===== src/rtl/bias_pkg.sv =====
// Shared definitions for the bias bank adder.
// Provides the default datapath width, a signed lane type at that width,
// the saturation limits and a reference saturating add for one lane.
package bias_pkg;

    localparam int DEF_DATA_W = 18;

    typedef logic signed [DEF_DATA_W-1:0] lane_t;

    localparam lane_t SAT_MAX = lane_t'({1'b0, {(DEF_DATA_W-1){1'b1}}});
    localparam lane_t SAT_MIN = lane_t'({1'b1, {(DEF_DATA_W-1){1'b0}}});

    typedef struct packed {
        logic  sat;
        lane_t value;
    } sat_res_t;

    // One-bit-wider add, then clamp. The two top bits of the wide sum
    // disagree exactly when the true result does not fit in a lane.
    function automatic sat_res_t sat_add(input lane_t a, input lane_t b);
        logic signed [DEF_DATA_W:0] s;
        sat_res_t                   r;
        s     = {a[DEF_DATA_W-1], a} + {b[DEF_DATA_W-1], b};
        r.sat = s[DEF_DATA_W] ^ s[DEF_DATA_W-1];
        if (!r.sat) begin
            r.value = s[DEF_DATA_W-1:0];
        end else if (s[DEF_DATA_W]) begin
            r.value = SAT_MIN;
        end else begin
            r.value = SAT_MAX;
        end
        return r;
    endfunction

endpackage


===== src/rtl/bias_lane_add.sv =====
// Combinational saturating bias add plus optional ReLU for one lane.
// Ports:
//   acc     - adder-tree output for this lane (signed)
//   bias    - bias word selected for this lane (signed)
//   relu_en - clamp negative results to zero
//   result  - saturated (and optionally rectified) sum
//   sat     - the sum was clamped; ReLU does not clear it
module bias_lane_add
    import bias_pkg::*;
#(
    parameter int DATA_W = DEF_DATA_W
) (
    input  logic signed [DATA_W-1:0] acc,
    input  logic signed [DATA_W-1:0] bias,
    input  logic                     relu_en,
    output logic signed [DATA_W-1:0] result,
    output logic                     sat
);

    localparam logic signed [DATA_W-1:0] MAX_V = {1'b0, {(DATA_W-1){1'b1}}};
    localparam logic signed [DATA_W-1:0] MIN_V = {1'b1, {(DATA_W-1){1'b0}}};

    logic signed [DATA_W:0]   sum;
    logic signed [DATA_W-1:0] clamped;

    always_comb begin
        sum = {acc[DATA_W-1], acc} + {bias[DATA_W-1], bias};
        // Overflow iff the extension bit differs from the lane sign bit.
        sat = sum[DATA_W] ^ sum[DATA_W-1];
        if (!sat) begin
            clamped = sum[DATA_W-1:0];
        end else if (sum[DATA_W]) begin
            clamped = MIN_V;
        end else begin
            clamped = MAX_V;
        end
        result = (relu_en && clamped[DATA_W-1]) ? '0 : clamped;
    end

endmodule


===== src/rtl/bias_bank_add.sv =====
// Run-time loadable bias bank added to adder-tree outputs.
// Stores N_GROUPS x N_adder_tree signed bias words; each accepted beat adds
// the selected group's biases lane by lane, saturating, with optional ReLU.
// Ports:
//   clk, rst                         - clock, synchronous active-high reset
//   relu_en                          - clamp negatives to 0, sampled at accept
//   bias_wr_en/grp/lane/data         - single bias word write port
//   in_valid/in_ready/in_grp/in_data - input beat, lane k at [DATA_W*k +: DATA_W]
//   out_valid/out_ready/out_data     - registered result, same packing
//   out_sat                          - per-lane saturation flags of the held beat
//
// Handshake: a beat transfers on any edge where valid && ready are both high.
// in_ready = !out_valid || out_ready, so the single output register can be
// refilled in the same cycle it is drained; valid never waits on ready, and
// the output holds data and flags stable while out_valid && !out_ready.
module bias_bank_add
    import bias_pkg::*;
#(
    parameter int N_adder_tree = 16,
    parameter int DATA_W       = DEF_DATA_W,
    parameter int N_GROUPS     = 4,
    parameter int GRP_W        = (N_GROUPS > 1) ? $clog2(N_GROUPS) : 1,
    parameter int LANE_W       = (N_adder_tree > 1) ? $clog2(N_adder_tree) : 1
) (
    input  logic                           clk,
    input  logic                           rst,
    input  logic                           relu_en,
    input  logic                           bias_wr_en,
    input  logic [GRP_W-1:0]               bias_wr_grp,
    input  logic [LANE_W-1:0]              bias_wr_lane,
    input  logic signed [DATA_W-1:0]       bias_wr_data,
    input  logic                           in_valid,
    output logic                           in_ready,
    input  logic [GRP_W-1:0]               in_grp,
    input  logic [N_adder_tree*DATA_W-1:0] in_data,
    output logic                           out_valid,
    input  logic                           out_ready,
    output logic [N_adder_tree*DATA_W-1:0] out_data,
    output logic [N_adder_tree-1:0]        out_sat
);

    // Limits one bit wider than the index so non-power-of-two sizes compare cleanly.
    localparam logic [GRP_W:0]  GRP_LIMIT  = (GRP_W+1)'(N_GROUPS);
    localparam logic [LANE_W:0] LANE_LIMIT = (LANE_W+1)'(N_adder_tree);

    logic signed [DATA_W-1:0] bank [N_GROUPS][N_adder_tree];

    logic                           wr_ok;
    logic                           grp_ok;
    logic                           accept;
    logic [N_adder_tree*DATA_W-1:0] res_data;
    logic [N_adder_tree-1:0]        res_sat;

    assign wr_ok    = bias_wr_en
                   && ({1'b0, bias_wr_grp}  < GRP_LIMIT)
                   && ({1'b0, bias_wr_lane} < LANE_LIMIT);
    assign grp_ok   = ({1'b0, in_grp} < GRP_LIMIT);
    assign in_ready = !out_valid || out_ready;
    assign accept   = in_valid && in_ready;

    // Bias register file. The read path below sees the pre-edge contents,
    // so a write coinciding with an accept affects only later beats.
    always_ff @(posedge clk) begin
        if (rst) begin
            for (int g = 0; g < N_GROUPS; g++) begin
                for (int l = 0; l < N_adder_tree; l++) begin
                    bank[g][l] <= '0;
                end
            end
        end else if (wr_ok) begin
            bank[bias_wr_grp][bias_wr_lane] <= bias_wr_data;
        end
    end

    for (genvar k = 0; k < N_adder_tree; k++) begin : g_lane
        logic signed [DATA_W-1:0] bias_k;

        // An out-of-range group contributes no bias.
        assign bias_k = grp_ok ? bank[in_grp][k] : '0;

        bias_lane_add #(
            .DATA_W (DATA_W)
        ) u_lane (
            .acc     (in_data[DATA_W*k +: DATA_W]),
            .bias    (bias_k),
            .relu_en (relu_en),
            .result  (res_data[DATA_W*k +: DATA_W]),
            .sat     (res_sat[k])
        );
    end

    // Single output register; data is left untouched when it drains.
    always_ff @(posedge clk) begin
        if (rst) begin
            out_valid <= 1'b0;
            out_data  <= '0;
            out_sat   <= '0;
        end else if (accept) begin
            out_valid <= 1'b1;
            out_data  <= res_data;
            out_sat   <= res_sat;
        end else if (out_ready) begin
            out_valid <= 1'b0;
        end
    end

endmodule


===== config.mk =====
export PLATFORM = sky130hd
export DESIGN_NAME = bias_bank_add
export DESIGN_NICKNAME = d
export VERILOG_FILES = /design/src/rtl/bias_pkg.sv /design/src/rtl/bias_lane_add.sv /design/src/rtl/bias_bank_add.sv
export SDC_FILE = /design/constraint.sdc
export NUM_CORES = 2
export LEC_CHECK = 0
export ABC_AREA = 1
export CORE_MARGIN = 2
export CORE_UTILIZATION = 40
export DETAILED_ROUTE_END_ITERATION = 10
export PLACE_DENSITY_LB_ADDON = 0.1
export RECOVER_POWER = 100
export SLEW_MARGIN = 20
export SYNTH_ARGS = -nofsm -noshare
export SYNTH_HDL_FRONTEND = slang
export SYNTH_HIERARCHICAL = 1
export SYNTH_SLANG_ARGS = --single-unit

===== constraint.sdc =====
create_clock -name clk -period 3.45 [get_ports clk]
set_input_delay 0.345 -clock clk [delete_from_list [all_inputs] [get_ports clk]]
set_output_delay 0.345 -clock clk [all_outputs]
set_load 0.02 [all_outputs]

==> impl_summary.md <==
Run status
The run finished, with violations left. The final reports fail on max-capacitance violations, max-slew violations.

Critical path
The worst setup path is of the input port to flop kind. STA classifies the critical path endpoint as a flop. At the worst endpoint, the arrival time is 3770 ps. Traced cell by cell, the critical path runs through dlygate4sd3_1, inv_1, nor2_8, clkbuf_1, nand3_4, nand2_1, clkbuf_2. Counting both buffers and inverters, the worst setup path holds a total of 4. The required time reported for the critical path endpoint is 3910 ps. The kind of cell with the highest combined delay along the critical path is buffers and inverters. The biggest fanout along the worst timing path is 19. The startpoint type of the worst setup path is an input port. For this design, the slowest cell found on the critical path is sky130_fd_sc_hd__clkbuf_1. On the worst path, the slowest cell contributes a delay of roughly 1200 ps.

Floorplan
The die area is 222900 µm². The initialized floorplan defines about 170 standard-cell rows. For this configuration, the core starts out at a cell density of 0.4029. The number of top-level pins is 626.

The area of the core is about 220000 µm². The height of the chip is around 470 µm. The horizontal extent of the die is approximately 470 µm.

Finish
From synthesis to final layout, the design area changed by 21.07%. The post-route core utilization is 0.4877. The most common cell after layout, fill and taps aside is sky130_fd_sc_hd__nand2_1.

Of the cells placed in the final design, the portion with a size suffix greater than 1 is 0.1475. For this run, the post-layout net count is 12260. Leaving out fill and tap cells, the most frequent cells in the layout are 2253 x sky130_fd_sc_hd__nand2_1, 2001 x sky130_fd_sc_hd__nor2_1, 1152 x sky130_fd_sc_hd__edfxtp_1.

Detailed routing
The first detailed-routing pass took 6 iterations. The remaining design rule violation count is 0. The remaining number of nets flagged by the antenna check after routing is 0. The total wire length after detailed routing is 274600 µm.

The number of vias per cell after detailed routing is 4.971. After the first detailed-routing iteration, the DRC count stood at 5028. The via count is between 70000 and 80000. The average wire per standard cell is 18.75 µm.

Synth
Counting flops and latches in the post-synthesis netlist gives 1457. The net count after synthesis is 11130. In this run, synthesis inferred around 1200 flip-flops with an integrated enable. The cell count after synthesis is 10500.

In this run the mean area of a mapped cell was 8.346 µm². The xor-xnor portion of the synthesized cell area is 0.01599. The Yosys step of the flow raised 6 warnings. By area, the combinational part of the netlist is dominated by simple AND/OR/NAND/NOR gates. The most used flip-flop cell after synthesis is sky130_fd_sc_hd__edfxtp_1. Of the total synthesized cell area, the portion taken by full adders, half adders and majority gates is 0.04476. After synthesis the cells add up to 87660 µm². The unique cell type count in the Yosys netlist is 41.

The async set-or-reset flop fraction in the synthesized netlist is 0. The register area share after synthesis is 0.4643. The compound-cell area share of the yosys netlist is 0.08415. The post-synthesis simple-gate area fraction is 0.3071.

The portion of synthesized area spent on multiplexers is 0.

STA
Hold timing on the final database bottoms out at a slack of 141.6 ps. The slew of the pin with the lowest slew margin is 1685 ps. Of the available clock period, the critical path in the final layout requires 0.9603. The maximum clock frequency is 0.3018 GHz.

The final-report setup violation count is 0. The count of pins over their slew limit was 28. The final number of hold-violating endpoints is 0. Subtracting the final worst setup slack from the clock period gives 3313 ps. The sum of negative setup slack is 0 ps.

The maximum clock skew at final layout is 33.60 ps. Setup repair after global routing left no endpoint under its margin. The headroom to the max-slew limit is -0.1234.

GRT
The global-route congestion overflow total is 0. The global-route layer with the greatest usage is met2. The first global-routing pass estimated 419500 µm of wire. For this run, global-route usage on met2 was measured as 0.4087.

The maximum number of pins on one net before global-route repair is roughly 120. In the global route stage, overall resource usage came out at 0.2422. The fraction of met3 tracks used by global routing is 0.03175.

For met1 alone, demand over resource in global routing was 0.3277. The initial antenna violation count came to 16. The via count of the first global-routing pass is slightly above 70000.

Pwr
Of the total power, the clock network draws 0.323. The total design power is 53.38 mW. The cell area power density is 502.9 nW/µm². In this run the static leakage power is approximately 50 nW. The switching power is 17.19 mW. The share of total power dissipated in combinational logic is 0.291.

The share of total power dissipated in sequential elements is 0.385. Of the total power, the share spent switching nets is 0.3220. The worst supply voltage drop on vdd is around 0.53 mV. The cell-internal power is 36.19 mW.

Clock network
The clock latency on the worst-skew pair is 850 ps. Clock-pin slew was measured on the worst setup and hold paths at 60 ps. The number of gates resized after cts is 0. The longest clock path from root to sink contains 3 buffers. TritonCTS built the clock tree. The H-tree was split into 4 levels.

Buffers inserted during clock tree synthesis total 169. The tree built by TritonCTS fans out to around 1500 sinks. The root buffer cell is sky130_fd_sc_hd__clkbuf_16.

Worst hold path
The path class of the tightest hold or removal check is input port to flop.

Run
Max-cap violations in this run came to 2.

Placement
The congestion estimate from routability-driven global placement came to 0.8958. The count of buffers added on input and output ports is 625. The HPWL after detailed placement is 197600 µm.
-- worst paths after layout --
kind                                            startpoint                          to  slack (ps)  cells past startpoint
worst max register to register   bank[1][64]$_SDFFCE_PN0P_    out_sat[12]$_SDFFE_PP0P_         320                     17
worst min register to register  out_data[244]$_SDFFE_PP0P_  out_data[244]$_SDFFE_PP0P_         470                      2
worst max-delay path                        bias_wr_grp[1]   bank[2][54]$_SDFFCE_PN0P_         140                      7
worst min-delay path                               relu_en   out_data[71]$_SDFFE_PP0P_         140                      5
-- cells in the mapped netlist, types with 106 or more instances --
library cell	instances	area, µm²
sky130_fd_sc_hd__nand2_1	2214	8310
sky130_fd_sc_hd__nor2_1	1997	7496
sky130_fd_sc_hd__edfxtp_1	1152	34590
sky130_fd_sc_hd__inv_1	1111	4170
sky130_fd_sc_hd__a21oi_1	434	2172
sky130_fd_sc_hd__clkbuf_1	358	1344
sky130_fd_sc_hd__nand3b_1	336	2522
sky130_fd_sc_hd__dfxtp_1	305	6106
sky130_fd_sc_hd__nand3_1	305	1526
sky130_fd_sc_hd__o21ai_0	304	1521
sky130_fd_sc_hd__ha_1	288	3603
sky130_fd_sc_hd__o211ai_1	288	2162
sky130_fd_sc_hd__nand2_2	242	1514
sky130_fd_sc_hd__nand3_2	220	2202
sky130_fd_sc_hd__xnor2_1	128	1121
sky130_fd_sc_hd__nor2_2	106	663.1
-- state kept, by name, summed over array words and instances, names as in the netlist --
register,count
out_valid,1
out_data,288
out_sat,16
bank,1152
-- logic make-up after synthesis --
| kind of cell | after synthesis |
|---|---|
| simple gates | 5651 |
| buf+inv | 1730 |
| fa+ha+maj | 304 |
| flops | 1457 |
| xor+xnor | 160 |
| compound gates | 1202 |
-- worst register-to-register path, stage by stage (launching register included) --
cell,delay (ps)
sky130_fd_sc_hd__edfxtp_1,350
sky130_fd_sc_hd__inv_1,60
sky130_fd_sc_hd__a21oi_1,50
sky130_fd_sc_hd__o21ai_0,100
sky130_fd_sc_hd__nand2_1,220
sky130_fd_sc_hd__ha_1,370
sky130_fd_sc_hd__a21oi_1,220
sky130_fd_sc_hd__o21ai_0,160
sky130_fd_sc_hd__a21oi_1,320
sky130_fd_sc_hd__buf_4,180
sky130_fd_sc_hd__nand3_2,90
sky130_fd_sc_hd__nand2_4,100
sky130_fd_sc_hd__nand2_4,40
sky130_fd_sc_hd__nand2_1,230
sky130_fd_sc_hd__nand3b_1,160
sky130_fd_sc_hd__buf_4,130
sky130_fd_sc_hd__nand2_1,160
sky130_fd_sc_hd__nor2_1,130
-- power groups by stage --
stage | Combinational [mW] | Sequential, mW | Clock, mW
2_1_floorplan | 9.75 | 21.4 | 0
3_3_place_gp | 16.1 | 20.9 | 0
3_5_place_dp | 16.2 | 21.0 | 0
4_1_cts | 16.3 | 20.6 | 17.6
5_1_grt | 17.3 | 20.7 | 18.3
6_report | 15.6 | 20.6 | 17.2
-- repair_timing --
| item | CTS | global route |
|---|---|---|
| setup endpoints to repair | 0 | 0 |
| buffers inserted | 0 | 0 |
| hold endpoints to repair | 24 | 0 |
| hold buffers | 1 | 0 |
-- stage by stage --
stage	std cells	cell area [µm²]	worst slack (ps)
floorplan	10500	87660	141.1
global placement	14320	102500	-97.88
detailed placement	14320	102500	-150.7
CTS	14630	107800	436.8
global route	14640	106100	97.38
finish	14640	106100	137.1
-- routing by layer --
metal  vias up  part of all wire  wire, µm
met5         -           0.00020        56
met4         6             0.022      6117
met3       310             0.052     14160
met2      1687              0.48    130600
met1     34310              0.45    123600
li1      36470                 -         -
-- final cells by class --
class | instances | area [µm²]
Tap cell | 2854 | 3571
Sequential cell | 1457 | 40700
Timing Repair Buffer | 1528 | 13820
Multi-Input combinational cell | 7317 | 38300
Fill cell | 21140 | 111500
Clock inverter | 81 | 733.2
Inverter | 1167 | 4425
Clock buffer | 226 | 4558
Antenna cell | 11 | 27.53
Power figures use the tool's default switching activity.
